===== src/rtl/uart_axis_pkg.sv =====
// uart_axis_pkg: shared entry and state types for the UART AXI-Stream framer
package uart_axis_pkg;
  typedef struct packed {
    logic       tlast;
    logic       tuser;
    logic [7:0] tdata;
  } uart_axis_entry_t;
  typedef enum logic [0:0] {EMPTY, HELD} framer_state_t;
endpackage


===== src/rtl/axis_sync_fifo.sv =====
// axis_sync_fifo: show-ahead synchronous FIFO; a push into a full FIFO is accepted only alongside a pop
module axis_sync_fifo
  import uart_axis_pkg::*;
#(
  parameter int  DEPTH = 16,
  parameter type T     = uart_axis_entry_t
) (
  input  logic                     clk,
  input  logic                     rst,
  input  logic                     i_clear,
  input  logic                     i_push,
  input  T                         i_din,
  input  logic                     i_pop,
  output T                         o_dout,
  output logic                     o_full,
  output logic                     o_empty,
  output logic [$clog2(DEPTH):0]   o_level
);
  localparam int AW = $clog2(DEPTH);
  logic [AW:0] r_wr, r_rd;
  T            r_mem [DEPTH];
  logic        w_wr, w_rd;
  assign o_full  = (r_wr[AW] != r_rd[AW]) && (r_wr[AW-1:0] == r_rd[AW-1:0]);
  assign o_empty = r_wr == r_rd;
  assign w_wr    = i_push && (!o_full || i_pop);
  assign w_rd    = i_pop && !o_empty;
  assign o_level = r_wr - r_rd;
  assign o_dout  = o_empty ? '0 : r_mem[r_rd[AW-1:0]];
  always_ff @(posedge clk or posedge rst)
    if (rst) begin
      r_wr <= '0;
      r_rd <= '0;
    end else if (i_clear) begin
      r_wr <= '0;
      r_rd <= '0;
    end else begin
      if (w_wr) r_wr <= r_wr + 1'b1;
      if (w_rd) r_rd <= r_rd + 1'b1;
    end
  always_ff @(posedge clk)
    if (w_wr && !i_clear) r_mem[r_wr[AW-1:0]] <= i_din;
endmodule


===== src/rtl/uart_rx_axis_framer.sv =====
// uart_rx_axis_framer: buffers UART bytes and closes idle-delimited packets with tlast
module uart_rx_axis_framer
  import uart_axis_pkg::*;
#(
  parameter int FIFO_DEPTH     = 16,
  parameter int TIMEOUT_CYCLES = 17360,
  parameter int DROP_CNT_W     = 16
) (
  input  logic                          aclk,
  input  logic                          areset,
  input  logic [7:0]                    s_tdata,
  input  logic                          s_tuser,
  input  logic                          s_tvalid,
  output logic [7:0]                    m_tdata,
  output logic                          m_tuser,
  output logic                          m_tlast,
  output logic                          m_tvalid,
  input  logic                          m_tready,
  input  logic                          clear,
  output logic                          overflow,
  output logic [DROP_CNT_W-1:0]         drop_count,
  output logic [$clog2(FIFO_DEPTH):0]   fifo_level
);
  localparam int CW = $clog2(TIMEOUT_CYCLES + 1);
  framer_state_t    r_state, w_next;
  logic [8:0]       r_hold;
  logic [CW-1:0]    r_idle;
  uart_axis_entry_t w_push_entry, w_head;
  logic             w_push, w_pop, w_full, w_empty, w_drop, w_timeout;
  assign w_timeout = r_idle == CW'(TIMEOUT_CYCLES - 1);
  always_ff @(posedge aclk or posedge areset)
    if (areset) r_state <= EMPTY;
    else if (clear) r_state <= EMPTY;
    else r_state <= w_next;
  always_comb
    w_next = s_tvalid ? HELD : (r_state == HELD && w_timeout) ? EMPTY : r_state;
  // A new arrival always wins over a coincident timeout, so the held byte is not closed
  always_comb begin
    w_push       = (r_state == HELD) && (s_tvalid || w_timeout);
    w_push_entry = {!s_tvalid, r_hold};
  end
  always_ff @(posedge aclk or posedge areset)
    if (areset) begin
      r_hold <= '0;
      r_idle <= '0;
    end else if (clear) begin
      r_hold <= '0;
      r_idle <= '0;
    end else if (s_tvalid) begin
      r_hold <= {s_tuser, s_tdata};
      r_idle <= '0;
    end else if (r_state == HELD) begin
      r_idle <= w_timeout ? '0 : r_idle + 1'b1;
    end
  assign w_pop  = m_tvalid && m_tready;
  assign w_drop = w_push && w_full && !w_pop;
  always_ff @(posedge aclk or posedge areset)
    if (areset) begin
      overflow   <= 1'b0;
      drop_count <= '0;
    end else if (clear) begin
      overflow   <= 1'b0;
      drop_count <= '0;
    end else if (w_drop) begin
      overflow   <= 1'b1;
      drop_count <= &drop_count ? drop_count : drop_count + 1'b1;
    end
  axis_sync_fifo #(.DEPTH(FIFO_DEPTH), .T(uart_axis_entry_t)) u_fifo (
    .clk     (aclk),
    .rst     (areset),
    .i_clear (clear),
    .i_push  (w_push),
    .i_din   (w_push_entry),
    .i_pop   (w_pop),
    .o_dout  (w_head),
    .o_full  (w_full),
    .o_empty (w_empty),
    .o_level (fifo_level)
  );
  assign m_tvalid = !w_empty;
  assign m_tdata  = w_head.tdata;
  assign m_tuser  = w_head.tuser;
  assign m_tlast  = w_head.tlast;
endmodule


===== config.mk =====
export PLATFORM = sky130hd
export DESIGN_NAME = uart_rx_axis_framer
export DESIGN_NICKNAME = d
export VERILOG_FILES = /design/src/rtl/uart_axis_pkg.sv /design/src/rtl/axis_sync_fifo.sv /design/src/rtl/uart_rx_axis_framer.sv
export SDC_FILE = /design/constraint.sdc
export NUM_CORES = 1
export LEC_CHECK = 0
export CELL_PAD_IN_SITES_DETAIL_PLACEMENT = 1
export CELL_PAD_IN_SITES_GLOBAL_PLACEMENT = 1
export CORE_ASPECT_RATIO = 1.4
export CORE_MARGIN = 2
export CORE_UTILIZATION = 55
export CTS_CLUSTER_SIZE = 10
export DETAILED_ROUTE_END_ITERATION = 10
export GPL_TIMING_DRIVEN = 1
export PLACE_DENSITY = 0.93
export SYNTH_ARGS = -nofsm -noshare
export SYNTH_HDL_FRONTEND = slang
export SYNTH_HIERARCHICAL = 1
export SYNTH_SLANG_ARGS = --single-unit

===== constraint.sdc =====
create_clock -name aclk -period 7 [get_ports aclk]
set_input_delay 1.4 -clock aclk [delete_from_list [all_inputs] [get_ports aclk]]
set_output_delay 1.4 -clock aclk [all_outputs]
set_load 0.02 [all_outputs]

**Yosys cells after proc, flatten, opt, wreduce, memory -nomap -nowiden**

Memories as Yosys holds them, arrays and structs flattened.
Cells that the tools add are included.

- Flip-flop bits (word level): 52
- Bits in writable memories: 160
- Output and inout port bits: 33
- Logic and storage cells: 63
- Memories: 1

Memory list:

| memory | words | bits a word | read ports | clocked after Yosys merged registers in | write ports | line | text |
|---|---|---|---|---|---|---|---|
| u_fifo.r_mem | 16 | 10 | 1 | 0 | 1 | axis_sync_fifo.sv:21 | `T r_mem [DEPTH];` |

- Add/sub/neg operators: 5
- Eq/ne operators: 5
- Mux-type cells: 21
- Reduce and logical (&&, ||, !) cells: 24

Operator list:

| cell | number |
|---|---|
| 15-bit two-way mux | 4 |
| 16-bit two-way mux | 3 |
| 5-bit two-way mux | 4 |
| 9-bit two-way mux | 2 |
| 16-bit by 1-bit adder with 16-bit output (second input constant) | 1 |
| 16-bit AND reduction | 1 |
| 15-bit by 1-bit adder with 15-bit output (second input constant) | 1 |
| 15-bit == test (second input constant) | 1 |
| 5-bit by 1-bit adder with 5-bit output (second input constant) | 2 |
| 10-bit two-way mux | 1 |
| 1-bit logical AND | 9 |
| 2-bit nonzero test | 4 |
| 1-bit two-way mux | 7 |
| 3-bit nonzero test | 2 |
| 5-bit == test | 1 |
| 1-bit logical NOT | 5 |
| 5-bit subtractor | 1 |
| 4-bit == test | 1 |
| 1-bit logical OR | 2 |
| 2-bit != test (second input constant) | 1 |
| 2-bit AND reduction | 1 |
| 1-bit != test | 1 |

**Depth between registers and ports, before layout**

- Depth after elaboration: 8
- Depth in mapped cells: 14
- Mapped depth without buffers: 10

**Cells and area by module**

Netlist, hierarchy kept.

By module, submodules not included:

| module | times used | cells an instance | area each (um2) |
|---|---|---|---|
| axis_sync_fifo | 1 | 361 | 7005.5 |
| uart_rx_axis_framer | 1 | 243 | 2307.2 |

**Worst setup path before layout**

No wires, ideal clock.

- Kind: reg-to-output
- From: register u_fifo.r_rd[3]
- To: output m_tdata[0]
- Data arrival time: 2.430 ns
- Required time: 5.600 ns
- Slack: 3.170 ns
- Stages on the path, launching flop included: 10
- Buffers on the path: 4
- Path through: dfrtp_1 buf_2 buf_2 inv_1 buf_2 ha_1 nand4_1 nor2_1 clkbuf_1 a211oi_1

- Cells in the longest elaborated chain, start to end: 2

RTL lines:

| element | line | text |
|---|---|---|
| start: declaration | axis_sync_fifo.sv:20 | `logic [AW:0] r_wr, r_rd;` |
| start signal: assignment | axis_sync_fifo.sv:38 | `if (w_rd) r_rd <= r_rd + 1'b1;` |
| 5-bit == test | axis_sync_fifo.sv:24 | `assign o_empty = r_wr == r_rd;` |
| via w_empty | uart_rx_axis_framer.sv:29 | `logic w_push, w_pop, w_full, w_empty, w_drop, w_timeout;` |
| 10-bit two-way mux | axis_sync_fifo.sv:28 | `assign o_dout = o_empty ? '0 : r_mem[r_rd[AW-1:0]];` |
| end: declaration | uart_rx_axis_framer.sv:14 | `output logic [7:0] m_tdata,` |

The timed path passes the listed nets, and every way through them passes these cells.

**Worst setup path in the final report**

- From: register u_fifo.r_rd[3]
- To: output m_tuser

- Cells in the longest elaborated chain, start to end: 2

RTL lines:

| element | line | text |
|---|---|---|
| 5-bit == test | axis_sync_fifo.sv:24 |  |
| via w_empty | uart_rx_axis_framer.sv:29 |  |
| 10-bit two-way mux | axis_sync_fifo.sv:28 |  |
| end: declaration | uart_rx_axis_framer.sv:15 | `output logic m_tuser,` |

The timed path passes the listed nets, and every way through them passes these cells.

==> results.sh <==
export IMPL_status="complete, no violations"
export IMPL_ys_seq_area_share_pct=65.6
export IMPL_clock_path_buffers=3
export IMPL_slew_violations=0
export IMPL_hold_viol_final=0
export IMPL_tightest_slew_ps=1150
export IMPL_drcViolationCount=0
export IMPL_hold_class="flip-flop to flip-flop"
export IMPL_routed_wl_mm=24.5
export IMPL_pwr_share_comb_pct=3.8
export IMPL_finClkSkew_ps=12.4
export IMPL_p_leak_nw=3.62
export IMPL_drive_above_1_share_pct=14.0
export IMPL_required_ps=5600
export IMPL_period_share_pct=86.6
export IMPL_power_density_nw_per_um2=249
export IMPL_drtIter0Drc=516
export IMPL_place_gp_congestion=0.846
export IMPL_cts_setup_buffers=0
export IMPL_core_area_um2=16700
export IMPL_grt_usage_pct=27.9
export IMPL_cts_tree="built"
export IMPL_viasPerCell=6.64
export IMPL_async_reset_ff_share_pct=24.5
export IMPL_die_width_um=114
export IMPL_end_kind="primary output"
export IMPL_slowest_delay_ps=1100
export IMPL_synth_seq_cells=212
export IMPL_setup_viol=0
export IMPL_intPower_mw=2.08
export IMPL_wl_per_cell_um=28.0
export IMPL_row_count=56
export IMPL_grt_overflow=0
export IMPL_vias=5806
export IMPL_io_buffers=46
export IMPL_grt_pass1_wl_mm=37.4
export IMPL_clkSinkCount=212
export IMPL_ctsHoldBuffers=0
export IMPL_die_area_um2=18000
export IMPL_p_sw_share_pct=21.2
export IMPL_yosys_top_cells_area="edfxtp_1, dfrtp_1, mux4_2, mux2i_1, nor2_1"
export IMPL_insertion_delay_ps=500
export IMPL_synth_top_area_share_pct=51.6
export IMPL_io_pin_count=47
export IMPL_grt_pass1_vias=6239
export IMPL_p_switching_uw=560
export IMPL_yosysWarnings=6
export IMPL_reg2reg_from="u_fifo/r_rd[3]"
export IMPL_utilization_pct=63.7
export IMPL_p_clk_share_pct=43.7
export IMPL_cts_made_buffers=25
export IMPL_synth_edf_count=160
export IMPL_cts_htree_levels=1
export IMPL_postSynthAreaPerCell_um2=15.4
export IMPL_p_seq_share_pct=52.5
export IMPL_synth_nets=630
export IMPL_num_antenna_cells=0
export IMPL_path_cells="inv_1 > ha_1 > nand4_1 > nor2_1 > buf_4 > a31oi_1 > a31o_1 > clkdlybuf4s50_1"
export IMPL_dp_hpwl_mm=15.5
export IMPL_ys_types=63
export IMPL_cp_start_kind="flip-flop"
export IMPL_cp_startpoint="u_fifo/r_rd[3]"
export IMPL_synthesis_area_um2=9310
export IMPL_crit_slowest_cell="dfrtp_1"
export IMPL_period_needed_ps=6060
export IMPL_slew_headroom_pct=23.3
export IMPL_clock_fmax_mhz=165
export IMPL_area_growth_pct=14.0
export IMPL_grt_max_degree=43
export IMPL_critical_path_class="flip-flop to primary output"
export IMPL_setup_ws_ps=937
export IMPL_final_setup_tns_ps=0
export IMPL_syn_inst=604
export IMPL_cts_clk_slew_worst_paths_ps=60
export IMPL_cap_violations=0
export IMPL_die_height_um=158
export IMPL_place_ws_ps=1590
export IMPL_antenna_left=0
export IMPL_start_util_pct=55.8
export IMPL_synth_area_leader_cell="edfxtp_1"
export IMPL_cts_resized=0
export IMPL_rsz0062_at_grt="false"
export IMPL_first_pass_iters=5
export IMPL_antenna_found_initial=0
export IMPL_synth_top_flop_cell="edfxtp_1"
export IMPL_worstHoldStart="overflow"
export IMPL_final_nets=679
export IMPL_root_buffer="clkbuf_16"
export IMPL_ir_worst_vdd_mv=0.186
export IMPL_cp_max_fo=25
export IMPL_arrival_ps=4660
-- metal layers --
metal  up-vias  part of all wire (%)  GRT usage, %
li1       2457                     -             -
met1      3035                    38          35.7
met2       256                    53          47.6
met3        58                   5.3          4.10
met4         0                   4.0          12.3
met5         -                     0             0
-- final cells by class --
type	count	area [um^2]
clock buffers	43	703
clock inverters	2	17.5
fillers	1518	6060
inverters	19	71.3
multi-input cells	342	2950
flip-flops and latches	212	6110
well taps	203	254
repair buffers	53	513
-- worst paths after layout --
check | end | slack [ps] | depth (start not counted)
max reg2reg | u_fifo/r_mem[9][2] | 1520 | 10
max | m_tuser | 940 | 8
min | overflow | 520 | 2
min reg2reg | overflow | 520 | 2
min in group asynchronous | u_fifo/r_rd[4] | 1240 | 2
max in group asynchronous | r_idle[14] | 5170 | 3
-- synth_stat cells, types with 3 or more instances --
master and n:
ha_1 11, o31ai_1 3, mux2i_1 21, a31oi_1 12, nand3b_1 3, mux4_2 39
nor2b_1 14, xor2_1 4, a211oi_1 15, nor4_1 5, a311oi_1 7, nand2b_1 5
nor3_1 11, nand4_1 11, a21oi_1 18, o21ai_0 8, edfxtp_1 160, dfrtp_1 52
or3_1 9, xnor2_1 10, a211oi_2 3, and2_1 4, nand2_1 13, clkbuf_1 9
buf_2 11, buf_4 6, inv_1 19, or4_1 3, nand3_1 15, and3_1 6
nor2_1 56
-- worst max-delay path: cells and delay by family (launching register included) --
| family | cells | cell delay [ps] |
|---|---|---|
| flops | 1 | 1100 |
| simple gates | 2 | 590 |
| buf+inv | 3 | 1530 |
| fa+ha+maj | 1 | 570 |
| compound gates | 2 | 370 |
-- sequential cells by signal, summed over array words and instances, names as in the netlist --
| name | count |
|---|---|
| drop_count | 16 |
| overflow | 1 |
| r_hold | 9 |
| r_idle | 15 |
| r_state | 1 |
| u_fifo/r_mem | 160 |
| u_fifo/r_rd | 5 |
| u_fifo/r_wr | 5 |
-- power groups by stage --
stage | logic, mW | clock network (mW) | registers [mW]
final | 0.100 | 1.15 | 1.39
after floorplan | 0.0586 | 0 | 1.40
after global placement | 0.0934 | 0 | 1.41
after CTS | 0.101 | 1.17 | 1.39
after global routing | 0.108 | 1.22 | 1.39
after detailed placement | 0.0984 | 0 | 1.41
-- placed cells by master, fill, tap and decap left out, types with 14 or more instances in the layout --
cell type and count:
a211oi_1 15, mux2i_1 21, inv_1 19, nand3_1 15, a21oi_1 18, clkdlybuf4s50_1 46, mux4_2 39, dfrtp_1 50
nor2b_1 14, nor2_1 56, clkbuf_16 25, clkbuf_1 17, edfxtp_1 160
-- per-stage QoR --
| step | std cells | total power [mW] | cell area (um^2) | hold WS (ps) |
|---|---|---|---|---|
| final | 874 | 2.64 | 10600 | 516 |
| after global routing | 874 | 2.72 | 10600 | 556 |
| after CTS | 874 | 2.66 | 10600 | 530 |
| after detailed placement | 829 | 1.51 | 9900 | 495 |
| after global placement | 829 | 1.50 | 9900 | 484 |
| after floorplan | 604 | 1.46 | 9310 | 515 |
-- kinds of logic after synthesis --
| group | share of synthesized area, % |
|---|---|
| DFF | 65.6 |
| and+or+nand+nor | 9.74 |
| AOI/OAI and AO/OA | 6.48 |
| muxes | 12.1 |
| buffers and inverters | 2.77 |
| xor gates and xnor gates | 1.67 |
| adders and majority gates | 1.69 |
No activity file was read; power rests on OpenSTA's default activity.
